<file path="src/rtl/signed_seg_display.sv">
// Signed 8-bit value to sign + 3 BCD digits via sequential double-dabble,
// scanned onto a 4-digit common-anode seven-segment display.
//
// state   | meaning
// IDLE    | watch VAL for a change from the last converted value
// CAPTURE | latch sign and magnitude, clear BCD accumulator
// SHIFT   | 8 double-dabble add-3/shift steps
// LATCH   | load display digit registers from BCD result
module signed_seg_display #(
    parameter int REFRESH_DIV = 100000
) (
    input  logic       CLK,
    input  logic       RESET,
    input  logic [7:0] VAL,
    output logic [6:0] SEG,
    output logic       DP,
    output logic [3:0] AN,
    output logic       BUSY
);

    localparam int CW = (REFRESH_DIV > 2) ? $clog2(REFRESH_DIV) : 1;
    localparam logic [CW-1:0] CNT_LAST = CW'(REFRESH_DIV - 1);
    localparam logic [6:0] BLANK = 7'h7F;
    localparam logic [6:0] MINUS = 7'h3F;

    typedef enum logic [1:0] {IDLE, CAPTURE, SHIFT, LATCH} state_t;

    state_t      state, state_nxt;
    logic [7:0]  last_val;
    logic        last_valid;
    logic        sign;
    logic [7:0]  mag;
    logic [11:0] bcd;
    logic [11:0] bcd_adj;
    logic [19:0] shifted;
    logic [2:0]  shift_cnt;
    logic [6:0]  dig [4];
    logic [CW-1:0] refresh_cnt;
    logic [1:0]  idx;

    function automatic logic [6:0] glyph(input logic [3:0] d);
        case (d)
            4'd0:    glyph = 7'h40;
            4'd1:    glyph = 7'h79;
            4'd2:    glyph = 7'h24;
            4'd3:    glyph = 7'h30;
            4'd4:    glyph = 7'h19;
            4'd5:    glyph = 7'h12;
            4'd6:    glyph = 7'h02;
            4'd7:    glyph = 7'h78;
            4'd8:    glyph = 7'h00;
            4'd9:    glyph = 7'h10;
            default: glyph = BLANK;
        endcase
    endfunction

    function automatic logic [3:0] add3(input logic [3:0] n);
        add3 = (n >= 4'd5) ? n + 4'd3 : n;
    endfunction

    assign bcd_adj = {add3(bcd[11:8]), add3(bcd[7:4]), add3(bcd[3:0])};
    assign shifted = {bcd_adj, mag} << 1;
    assign DP      = 1'b1;

    always_ff @(posedge CLK or negedge RESET) begin
        if (!RESET) state <= IDLE;
        else        state <= state_nxt;
    end

    always_comb begin
        state_nxt = state;
        case (state)
            IDLE:    if (!last_valid || VAL != last_val) state_nxt = CAPTURE;
            CAPTURE: state_nxt = SHIFT;
            SHIFT:   if (shift_cnt == 3'd7) state_nxt = LATCH;
            LATCH:   state_nxt = IDLE;
            default: state_nxt = IDLE;
        endcase
    end

    // BUSY is registered from the current state, so it trails the FSM by one cycle.
    always_ff @(posedge CLK or negedge RESET) begin
        if (!RESET) begin
            BUSY       <= 1'b0;
            last_val   <= 8'h00;
            last_valid <= 1'b0;
            sign       <= 1'b0;
            mag        <= 8'h00;
            bcd        <= 12'h000;
            shift_cnt  <= 3'd0;
            for (int i = 0; i < 4; i++) dig[i] <= BLANK;
        end else begin
            BUSY <= (state != IDLE);
            case (state)
                CAPTURE: begin
                    sign       <= VAL[7];
                    mag        <= VAL[7] ? (~VAL + 8'd1) : VAL;
                    last_val   <= VAL;
                    last_valid <= 1'b1;
                    bcd        <= 12'h000;
                    shift_cnt  <= 3'd0;
                end
                SHIFT: begin
                    bcd       <= shifted[19:8];
                    mag       <= shifted[7:0];
                    shift_cnt <= shift_cnt + 3'd1;
                end
                LATCH: begin
                    dig[3] <= sign ? MINUS : BLANK;
                    dig[2] <= (bcd[11:8] == 4'd0) ? BLANK : glyph(bcd[11:8]);
                    dig[1] <= (bcd[11:4] == 8'd0) ? BLANK : glyph(bcd[7:4]);
                    dig[0] <= glyph(bcd[3:0]);
                end
                default: ;
            endcase
        end
    end

    // Scan runs independently of the converter; AN and SEG update together.
    always_ff @(posedge CLK or negedge RESET) begin
        if (!RESET) begin
            refresh_cnt <= '0;
            idx         <= 2'd0;
            AN          <= 4'hF;
            SEG         <= BLANK;
        end else begin
            if (refresh_cnt == CNT_LAST) begin
                refresh_cnt <= '0;
                idx         <= idx + 2'd1;
            end else begin
                refresh_cnt <= refresh_cnt + 1'b1;
            end
            AN  <= ~(4'b0001 << idx);
            SEG <= dig[idx];
        end
    end

endmodule

</file>
<file path="config.mk">
export PLATFORM = sky130hd
export DESIGN_NAME = signed_seg_display
export DESIGN_NICKNAME = d
export VERILOG_FILES = /design/src/rtl/signed_seg_display.sv
export SDC_FILE = /design/constraint.sdc
export NUM_CORES = 1
export LEC_CHECK = 0
export BUFFER_PORTS_ARGS = -buffer_cell sky130_fd_sc_hd__buf_2
export CAP_MARGIN = 20
export CELL_PAD_IN_SITES_DETAIL_PLACEMENT = 0
export CELL_PAD_IN_SITES_GLOBAL_PLACEMENT = 1
export CORE_ASPECT_RATIO = 1.1
export CORE_MARGIN = 3
export CORE_UTILIZATION = 49
export CTS_CLUSTER_SIZE = 40
export DETAILED_ROUTE_END_ITERATION = 8
export PLACE_DENSITY_LB_ADDON = 0.25
export SYNTH_ARGS = -nofsm -noshare
export SYNTH_HDL_FRONTEND = slang
export SYNTH_SLANG_ARGS = --single-unit
</file>
<file path="constraint.sdc">
create_clock -name CLK -period 1.9 [get_ports CLK]
set_input_delay 0 -clock CLK [delete_from_list [all_inputs] [get_ports CLK]]
set_output_delay 0 -clock CLK [all_outputs]
set_load 0.01 [all_outputs]
</file>
==> results.md <==
| Item | Value | Unit |
| --- | --- | --- |
| CP startpoint kind | flop | - |
| Number of global-route vias before repair | 3288 | - |
| Total track usage | 18.1 | % |
| Type of element capturing the critical path | flop | - |
| Initial standard-cell utilization of the core | 51.1 | % |
| Place WS | 0.102 | ns |
| Cell types with the largest area share after synthesis | sky130_fd_sc_hd__dfrtp_1 29%, sky130_fd_sc_hd__dfstp_2 19%, sky130_fd_sc_hd__ha_1 7.9%, sky130_fd_sc_hd__xnor2_1 3.4%, sky130_fd_sc_hd__inv_1 3.3% | - |
| Mean cell area of the mapped netlist | 10.4 | sq um |
| Top Usage Layer GRT | met2 | - |
| TritonCTS clock tree | yes | - |
| Number of buffers inserted to repair setup after CTS | 0 | - |
| H-tree lvl count | 3 | - |
| Final ANT Viol Nets | 0 | - |
| Cell with the most instances after synthesis | sky130_fd_sc_hd__dfrtp_1 | - |
| Share of async-settable or async-resettable flops after synthesis | 100 | % |
| Fraction of layout cells with a size suffix above 1 | 23.5 | % |
| Adder-Cell Fraction of Synth Area | 7.89 | % |
| Simple-gate portion of the synthesized area | 12.4 | % |
| Most frequent cells after synthesis | 54 x sky130_fd_sc_hd__dfrtp_1, 41 x sky130_fd_sc_hd__inv_1, 33 x sky130_fd_sc_hd__dfstp_2, 33 x sky130_fd_sc_hd__nor2_1, 30 x sky130_fd_sc_hd__a21oi_1 | - |
| Slew Limit Headroom | 60.2 | % |
| Final setup slack of the worst path | 0.145 | ns |
| GR met3 Demand/Resource | 3.50 | % |
| Final Cycle Share | 92.3 | % |
| Syn Nets | 483 | - |
| Number of filler instances in the final layout | 793 | - |
| Clock buffer count from CTS | 9 | - |
| Met1 Track Usage GR | 24.7 | % |
| Portion of synthesized cell area occupied by the leading cell type | 29.4 | % |
| Total standard cell area after synthesis | 4600 | sq um |
| First-pass GRT wire length | 15.5 | mm |
| Vias post-DR | 3253 | - |
| Fraction of synthesized cell area in xor and xnor cells | 5.71 | % |
| Boundary Pins | 23 | - |
| Endpoint with the worst hold slack | last_val[7] | - |
| Cell family with the largest share of critical-path delay | simple AND/OR/NAND/NOR gates | - |
| Yosys synthesis warning count | 0 | - |
| Clock Power Share | 22.4 | % |
| Multiplexer share of the synthesized area | 6.72 | % |
| Launch point of the worst hold path | VAL[7] | - |
| Slew at the pin closest to its max-slew limit | 0.597 | ns |
| Most area-hungry cell type in the Yosys netlist | sky130_fd_sc_hd__dfrtp_1 | - |
| Number of max-cap violations | 0 | - |
| Layout Area Growth over Synthesis | 13.9 | % |
| Height of the die | 108 | um |
| Number of clock sinks | 87 | - |
| Number of buffer and inverter stages on the critical path | 0 | - |
| Met2 capacity usage during global routing | 28.7 | % |
| Final hold viol count | 0 | - |
| Final global-route overflow total | 0 | - |
| Setup violation total in the final timing report | 0 | - |
| Ys flop type | sky130_fd_sc_hd__dfrtp_1 | - |
| Final weighted congestion in routability-driven placement | 0.848 | - |
| Fmax achieved | 570 | MHz |
| Biggest fanout along the worst timing path | 6 | - |
| TNS Setup | 0 | ns |
| Clock transition at path regs | 0.09 | ns |
| Nets@finish | 524 | - |
| Max-slew violation total from the final report | 0 | - |
| Critical-path top delay cell | sky130_fd_sc_hd__dfrtp_1 | - |
| Arr. time, crit path | 2.01 | ns |
| Initial DRC Count | 102 | - |
| Post-detailed-route DRC marker count | 0 | - |
| Worst hold path class | input port to flop | - |
| Power, Total | 0.00615 | W |
| Buffers from clock root to sink, at most | 2 | - |
| Peak ir drop on the vdd network | 0.772 | mV |
| Final critical path time including I/O delays and setup | 1.75 | ns |
| Diode count | 0 | - |
| Routed via count divided by cell count | 5.39 | - |
| Compound-gate portion of the synthesized area | 13.8 | % |
| Outcome | complete, no violations | - |
| Seq pwr share | 42.4 | % |
| Net switching power | 0.00212 | W |
| Ordered list of cells on the worst path | ha_1, and4_2, nand2_2, nor4_2, mux2_1 | - |
| Post-detailed-route wirelength per cell | 15.1 | um |
| Number of antenna violations at the first check in global routing | 0 | - |
| Dominant combinational cell family by area after synthesis | compound AO/OA/AOI/OAI gates | - |
| Die Wd | 98.4 | um |
| Largest incremental delay on the critical path | 0.39 | ns |
| RSZ-0062 raised after global routing | no | - |
| Leakage power summed over all cells | 2.28 | nW |
| Clock latency reported for the late side of the worst-skew pair | 0.37 | ns |
| Internal Power | 0.00403 | W |
| Reg-to-reg endpoint | idx[1] | - |
| Relative contribution of combinational cells to total power | 35.2 | % |
| Cells after synthesis | 444 | - |
| Number of optimization iterations in the first detailed-route pass | 4 | - |
| Cell depth of the worst min-delay path | 2 | - |
| Clock root buffer | sky130_fd_sc_hd__clkbuf_8 | - |
| Post-layout utilization of the core | 58.2 | % |
| Std-Cell Core Area | 9010 | sq um |
| Cell area reported after detailed placement | 4930 | sq um |
| Worst Skew | 0.0109 | ns |
| DPL Wire Length | 6.66 | mm |
| Wire length after detailed routing | 9.12 | mm |
| Sequential area share after synthesis | 48.2 | % |
| Power Density | 1170 | nW/um^2 |
| FF+latch count, synth | 87 | - |
| Worst-case register-to-register setup slack | 0.15 | ns |
| R2R Path Start | refresh_cnt[0] | - |
| Crit Path Category | flop to flop | - |
| Area enclosed by the die boundary | 10600 | sq um |
| Final design area excluding fillers | 5240 | sq um |
| Total number of placement rows | 36 | - |
| Switching share of power | 34.5 | % |
| Number of enable-type register cells in the synthesized netlist | 0 | - |
| Count of input and output buffers | 21 | - |
| Synth unique cells | 57 | - |
| Pin count of the biggest net entering global routing | 48 | - |
| Depth of the worst register-to-register path | 5 | - |
| Required time reported for the critical path endpoint | 2.16 | ns |
[repair_timing]
item | CTS | global route
endpoints found under the setup margin | 0 | 12
hold buffers | 8 | 0
endpoints found under the hold margin | 26 | 0
resized for setup | 0 | 3
[cells in the final DEF (no fill, tap or decap), drive strengths merged, types with 2 or more instances in the layout]
cell type / instances
clkbuf: 14
clkinv: 2
and4: 2
o32ai: 2
nand2b: 5
o22a: 11
nor3b: 4
mux2i: 14
nor2: 33
mux2: 13
dfrtp: 54
inv: 41
a21oi: 31
or3b: 2
nand3: 11
and2: 2
buf: 43
o21bai: 3
o31ai: 4
ha: 29
xnor2: 18
o21ai: 24
or3: 3
o2bb2ai: 3
o211ai: 3
dlygate4sd3: 8
a31oi: 3
or2: 2
or4: 3
o221ai: 2
o22ai: 7
and3: 6
nor3: 6
nor2b: 2
nor4: 4
nand4: 3
nand2: 17
xor2: 12
dfstp: 33
[power groups by stage]
| stage | Combinational, W | Clock (W) | Sequential (W) |
|---|---|---|---|
| detailed placement | 0.00215 | 0 | 0.00264 |
| global placement | 0.00212 | 0 | 0.00262 |
| CTS | 0.00218 | 0.00141 | 0.00261 |
| floorplan | 0.00148 | 0 | 0.00259 |
| finish | 0.00216 | 0.00138 | 0.00261 |
| global route | 0.00243 | 0.00149 | 0.00267 |
[worst reg2reg max path: cells and delay by family (launching register included)]
kind	cells	cell delay, ns
and+or+nand+nor	3	0.69
DFF	1	0.39
muxes	1	0.36
adders and majority gates	1	0.21
[kinds of logic after synthesis]
group | count (synthesis)
simple gates | 107
mux | 28
xor+xnor | 30
other cells | 1
compound gates | 100
fa+ha+maj | 29
buf+inv | 62
flops | 87
[flip-flops by register name, indices dropped and copies added, names as in the netlist]
register,count
bcd,12
shift_cnt,3
dig,22
last_val,8
AN,4
BUSY,1
refresh_cnt,17
SEG,7
idx,2
state,2
last_valid,1
mag,8
[routing by layer]
| layer | up-vias | share of wire (%) |
|---|---|---|
| li1 | 1618 | - |
| met1 | 1587 | 49 |
| met2 | 33 | 47 |
| met3 | 15 | 2.1 |
| met4 | 0 | 2.0 |
| met5 | - | 0 |
[worst max-delay path by stage]
stage,start,endpoint,slack (ns),depth (start not counted)
floorplan,bcd[8],dig[14],0.16,6
global placement,refresh_cnt[0],idx[1],0.16,5
detailed placement,refresh_cnt[0],idx[1],0.10,5
CTS,refresh_cnt[0],idx[1],0.09,5
global route,refresh_cnt[0],idx[0],0.01,6
finish,refresh_cnt[0],idx[1],0.15,5
[final cells by class]
class                   count  area [sq um]  share of cell area, %
clock buffers              14           205                   3.92
clock inverters             2          17.5                  0.334
inverters                  41           154                   2.94
multi-input cells         295          2150                   41.0
flip-flops and latches     87          2220                   42.3
well taps                 114           143                   2.72
repair buffers             51           353                   6.74
[per-stage QoR]
stage / cells / hold slack [ns]
after floorplan: 444 / -0.296
after global placement: 580 / 0.0439
after detailed placement: 580 / 0.0488
after CTS: 604 / 0.000203
after global routing: 604 / 0.0412
final: 604 / 0.0211
Power figures use the tool's default switching activity.
